===== config.mk =====
export PLATFORM = sky130hd
export DESIGN_NAME = regfile_wb_arbiter
export DESIGN_NICKNAME = d
export VERILOG_FILES = /design/src/rtl/regfile_wb_arbiter.sv
export SDC_FILE = /design/constraint.sdc
export NUM_CORES = 1
export LEC_CHECK = 0
export BUFFER_PORTS_ARGS = -buffer_cell sky130_fd_sc_hd__buf_4
export CELL_PAD_IN_SITES_DETAIL_PLACEMENT = 1
export CELL_PAD_IN_SITES_GLOBAL_PLACEMENT = 1
export CORE_ASPECT_RATIO = 1.75
export CORE_MARGIN = 2
export CORE_UTILIZATION = 30
export CTS_CLUSTER_SIZE = 8
export DETAILED_ROUTE_END_ITERATION = 10
export PLACE_DENSITY_LB_ADDON = 0.1
export SETUP_SLACK_MARGIN = 0.2
export SYNTH_ARGS = -nofsm -noshare
export SYNTH_HDL_FRONTEND = slang
export SYNTH_SLANG_ARGS = --single-unit

===== constraint.sdc =====
create_clock -name clk -period 1.4 [get_ports clk]
set_input_delay 0.21 -clock clk [delete_from_list [all_inputs] [get_ports clk]]
set_output_delay 0.21 -clock clk [all_outputs]
set_load 0.01 [all_outputs]

===== src/rtl/regfile_wb_arbiter.sv =====
// Writeback arbiter for the register-file write port (ALU vs LSU) with a pending-write scoreboard.
// Define WB_RR_EN for round-robin arbitration; otherwise LSU has fixed priority over ALU.
module regfile_wb_arbiter #(
    parameter int XLEN = 32,
    parameter int NREG = 32,
    parameter int AW   = 5
) (
    input  logic            clk,
    input  logic            rst_n,
    input  logic            alu_valid,
    output logic            alu_ready,
    input  logic [AW-1:0]   alu_rd,
    input  logic [XLEN-1:0] alu_data,
    input  logic            lsu_valid,
    output logic            lsu_ready,
    input  logic [AW-1:0]   lsu_rd,
    input  logic [XLEN-1:0] lsu_data,
    input  logic            sb_set,
    input  logic [AW-1:0]   sb_rd,
    output logic            rf_we,
    output logic [AW-1:0]   rf_wreg_rd,
    output logic [XLEN-1:0] rf_wdata_rd,
    output logic [NREG-1:0] pending
);

    localparam logic GRANT_ALU = 1'b0;
    localparam logic GRANT_LSU = 1'b1;

    logic            last_grant_reg;
    logic            rf_we_reg;
    logic [AW-1:0]   wreg_reg;
    logic [XLEN-1:0] wdata_reg;
    logic [NREG-1:0] pending_reg;
    logic [NREG-1:0] pending_next;

    logic            lsu_wins;
    logic            xfer;
    logic            xfer_is_lsu;
    logic [AW-1:0]   win_rd;
    logic [XLEN-1:0] win_data;

    // lsu_wins only matters when both sources are requesting.
    always_comb begin
`ifdef WB_RR_EN
        lsu_wins = (last_grant_reg == GRANT_ALU);
`else
        lsu_wins = 1'b1 | last_grant_reg;
`endif
    end

    // Ready is withheld during reset so no source believes a dropped write was taken.
    assign alu_ready = rst_n & alu_valid & (~lsu_valid | ~lsu_wins);
    assign lsu_ready = rst_n & lsu_valid & (~alu_valid | lsu_wins);

    always_comb begin
        xfer        = alu_ready | lsu_ready;
        xfer_is_lsu = lsu_ready;
        win_rd      = lsu_ready ? lsu_rd   : alu_rd;
        win_data    = lsu_ready ? lsu_data : alu_data;
    end

    always_ff @(posedge clk) begin
        if (!rst_n) begin
            rf_we_reg      <= 1'b0;
            wreg_reg       <= '0;
            wdata_reg      <= '0;
            last_grant_reg <= GRANT_ALU;
        end else begin
            rf_we_reg <= 1'b0;
            if (xfer) begin
                last_grant_reg <= xfer_is_lsu ? GRANT_LSU : GRANT_ALU;
                // Writes to x0 are accepted but never reach the register file.
                if (win_rd != '0) begin
                    rf_we_reg <= 1'b1;
                    wreg_reg  <= win_rd;
                    wdata_reg <= win_data;
                end
            end
        end
    end

    // Per-register scoreboard next state; a same-cycle set beats the writeback clear.
    genvar gi;
    generate
        for (gi = 0; gi < NREG; gi++) begin : g_pending
            if (gi == 0) begin : g_x0
                assign pending_next[gi] = 1'b0;
            end else begin : g_xn
                assign pending_next[gi] = (sb_set & (sb_rd == AW'(gi))) |
                                          (pending_reg[gi] & ~(rf_we_reg & (wreg_reg == AW'(gi))));
            end
        end
    endgenerate

    always_ff @(posedge clk) begin
        if (!rst_n) begin
            pending_reg <= '0;
        end else begin
            pending_reg <= pending_next;
        end
    end

    assign rf_we       = rf_we_reg;
    assign rf_wreg_rd  = wreg_reg;
    assign rf_wdata_rd = wdata_reg;
    assign pending     = pending_reg;

endmodule


# Word level (Yosys, flattened, before mapping)
# Index checks and enable logic that the tools add are counted.
# totals
regBits	70
in_bits	84
output_inout_bits	72
wordCells	233
# op_classes
eq_ne	62
muxes	3
bitwise_logic	160
reduce_logical	3
# op_table
op	count
equality test 5 bit, second input constant	32
AND 1 bit	96
equality test 5 x 4 -> 1 bit, second input constant	16
equality test 5 x 3 -> 1 bit, second input constant	8
2-to-1 mux 32 bit	1
inverter 1 bit	32
OR 1 bit	32
equality test 5 x 2 -> 1 bit, second input constant	4
equality test 5 x 1 -> 1 bit, second input constant	2
2-to-1 mux 5 bit	1
nonzero test 5 bit	1
AND reduction 2 bit	2
2-to-1 mux 1 bit	1

# Depth between registers and ports, before layout
# depth
ltp_word	5
depth_mapped	7
depth_no_buf	4

# Least setup slack after synthesis
# No wires, ideal clock.
# synth_path
path_type	input-to-reg
startpoint	input lsu_rd[0]
endpoint	register wdata_reg[10], in the netlist rf_wdata_rd[10]
setup_ns	0.120
arrival_time_ns	1.337
required_ns	1.280
slack_ns	-0.056
cell_stages	6
n_path_buf	2
cell_sequence	or4_1 o21ai_1 o31ai_1 buf_6 buf_6 mux2i_1
# synth_via
elab_chain_cells	3
# synth_lines
element	line	text
start, declared	16	input logic [AW-1:0] lsu_rd,
2-to-1 mux 5 bit	58	win_rd = lsu_ready ? lsu_rd : alu_rd;
nonzero test 5 bit	73	if (win_rd != '0) begin
AND reduction 2 bit (no source line)	-	
end signal, assigned	76	wdata_reg <= win_data;
end, declared	32	logic [XLEN-1:0] wdata_reg;
# No other way between the ends.
# A chain may end at the register's enable or synchronous reset.

# Worst setup path in the final report
# layout_path
startpoint	input lsu_rd[0]
endpoint	register wdata_reg[14], in the netlist rf_wdata_rd[14]
# Same word-level chain as after synthesis.

==> metrics.cfg <==
[timing]
fin_crit_sh_pct = 88.52
worstMarginPinSlew_ns = 0.5765
rsz0062_at_grt = yes
slew_headroom_pct = 61.57
hold_viol_final = 0
setup_viol = 0
skew_ns = 0.003644
fin_tns_setup_ns = 0
whs_ns = 0.2137
fmax_ghz = 0.8070
final-max-slew-violation-count = 0
min_period_ns = 1.239

[global_route]
antenna_found_initial = 0
track_usage_pct = 17.76
grt_pass1_vias = 3315
grt_max_degree = 65
grt_overflow = 0
grt_first_pass_wirelength_um = 16660

[layout]
seqCellArea_um2 = 1390
syn_to_final_growth_pct = 51.25
final_cell_mix = buf_4, nand2_1, dfxtp_1
fin_cells = 673
multi_input_area_um2 = 1903
final_common_cell = buf_4
utilization_pct = 46.09
fillers = 1325
fin_nets = 622
drive_above_1_share_pct = 44.73
diodes = 0
largest_register_ff_count = 32

[setup_path]
worstReg2RegStart = rf_wreg_rd[2]$_SDFFE_PN0P_
reg2reg_to = pending[18]$_SDFF_PN0_
crit_type = in2reg
arrival_ns = 1.45
crit_path_max_fanout = 24
max_stage_delay_ns = 0.54
critPathCaptureType = flip-flop
cp-start-kind = primary input
crit_chain = buf_6 > or4_4 > o21ai_4 > o31ai_4 > buf_12 > mux2i_1
reg2reg_depth = 4
reg2reg_slack_ns = 0.21
crit_slowest_cell = or4_4
worstPathRequired_ns = 1.61

[floorplanning]
rows = 51
initial_utilization_pct = 30.47
die_h_um = 143.7
io_pins = 156
dieArea_um2 = 12040
die_x_um = 83.82
coreArea_um2 = 10980

[min_path]
hold_path_startpoint = sb_rd[1]
holdPathStages = 3
hold_end = pending[11]$_SDFF_PN0_
hold_class = in2reg

[routing]
drtPass1Iterations = 4
drc = 0
ant_nets = 0
wl_per_cell_um = 15.76
first_iter_violations = 87
viasPerCell = 4.807
wirelength_um = 10610
num_vias = 3235

[yosys]
avgSynthCellArea_um2 = 8.755
synth-seq-cells = 69
synth_simple_gate_area_share_pct = 19.12
synth_compound_area_share_pct = 11.97
synth_mux_area_share_pct = 23.53
syn_area_um2 = 3344
synth_ff_type = dfxtp_1
synth_cell_type_count = 26
async_flop_share_pct = 0
syn_nets = 466
yosysWarnings = 0
synth_edf_count = 0
synth_xor_area_share_pct = 0
synth-seq-area-share_pct = 41.30
synth_top_family_by_area = multiplexers
syn-instance-count = 382
synth_fa_ha_area_share_pct = 0

[cts]
htree_levels = 3
root_buffer = clkbuf_16
clock_path_buffers = 2
cts_tree = built
cts_buffers = 9
worstSkewPairLatency_ns = 0.33
cts_hold_buf = 0
cts.clk_slew.worst_paths_ns = 0.05
cts_num_sinks = 69

[power]
p_per_area_nw_per_um2 = 1035
vdd_drop_max_mv = 0.6172
leakagePower_uw = 0.002198
power.total_uw = 5236

[placement]
place_inst = 657
port_buffers = 154
place_congestion = 0.7377
hpwl_um = 8315

[run]
maxCapViolations = 0

[run_status]
status = completed

-- kinds of logic after synthesis --
group                  after synthesis
other                                1
buffers and inverters               27
AO/OA/AOI/OAI                       64
multiplexers                        74
flip-flops                          69
AND/OR/NAND/NOR                    147
-- timing repair --
action / in CTS / in global routing
pin swaps: 1 / 3
setup buffers: 0 / 2
resized for setup: 17 / 28
endpoints found under the setup margin: 71 / 62
-- power breakdown --
part	internal, µW	total, µW	switching [µW]	leakage (µW)
clock	1400	2190	781	0.000139
combinational	512	920	408	0.00149
sequential	2060	2130	70.0	0.000565
total	3980	5240	1260	0.00220
-- area by class of cell --
type	count	share of cell area, %
clock buffer	12	4.873
multi-input combinational	286	37.62
clock inverter	2	0.6926
sequential	69	27.48
timing repair buffer	172	26.07
tap	132	3.265
-- stage by stage --
stage / worst slack, ns / area (µm²)
finish: 0.1608 / 5059
global route: 0.1014 / 5059
CTS: 0.1654 / 5011
detailed placement: -0.2731 / 4687
global placement: -0.2812 / 4687
floorplan: -0.05632 / 3352
-- Yosys cell counts, types with 2 or more instances --
master | count | area [µm²]
nand2_1 | 103 | 386.6
nor3b_1 | 2 | 15.01
buf_2 | 4 | 20.02
mux2i_1 | 37 | 370.4
nand3_1 | 10 | 50.05
or4_1 | 2 | 15.01
buf_6 | 3 | 33.78
nand2b_1 | 8 | 50.05
a21boi_0 | 31 | 232.7
o21ai_0 | 31 | 155.2
nor2_1 | 7 | 26.28
nor3_1 | 2 | 10.01
dfxtp_1 | 69 | 1381
or2_2 | 2 | 12.51
nor2b_1 | 6 | 37.54
clkbuf_1 | 18 | 67.56
nand4b_1 | 2 | 17.52
mux2_2 | 37 | 416.7
-- worst max-delay path, delay by kind of cell --
family	cells	cell delay (ns)
and+or+nand+nor	1	0.54
muxes	1	0.14
AOI/OAI and AO/OA	2	0.27
buffers and inverters	2	0.28
-- how the worst max path moves through the flow --
stage,cells past startpoint,slack (ns),startpoint,end
2_1_floorplan,6,-0.06,lsu_rd[0],rf_wdata_rd[10]$_SDFFE_PN0P_
3_3_place_gp,6,-0.28,lsu_rd[0],rf_wdata_rd[13]$_SDFFE_PN0P_
3_5_place_dp,6,-0.27,lsu_rd[0],rf_wdata_rd[4]$_SDFFE_PN0P_
4_1_cts,6,0.17,lsu_rd[1],rf_wdata_rd[14]$_SDFFE_PN0P_
5_1_grt,6,0.10,lsu_rd[0],rf_wdata_rd[14]$_SDFFE_PN0P_
6_report,6,0.16,lsu_rd[0],rf_wdata_rd[14]$_SDFFE_PN0P_
-- routing by layer --
layer	track usage, %	vias to the layer above	wire length, µm
met5	0	-	0
met4	6.367	0	197
met3	5.859	14	669
met2	34.48	100	5980
met1	17.23	1514	3757
li1	-	1607	-
No activity file was read; power rests on OpenSTA's default activity.
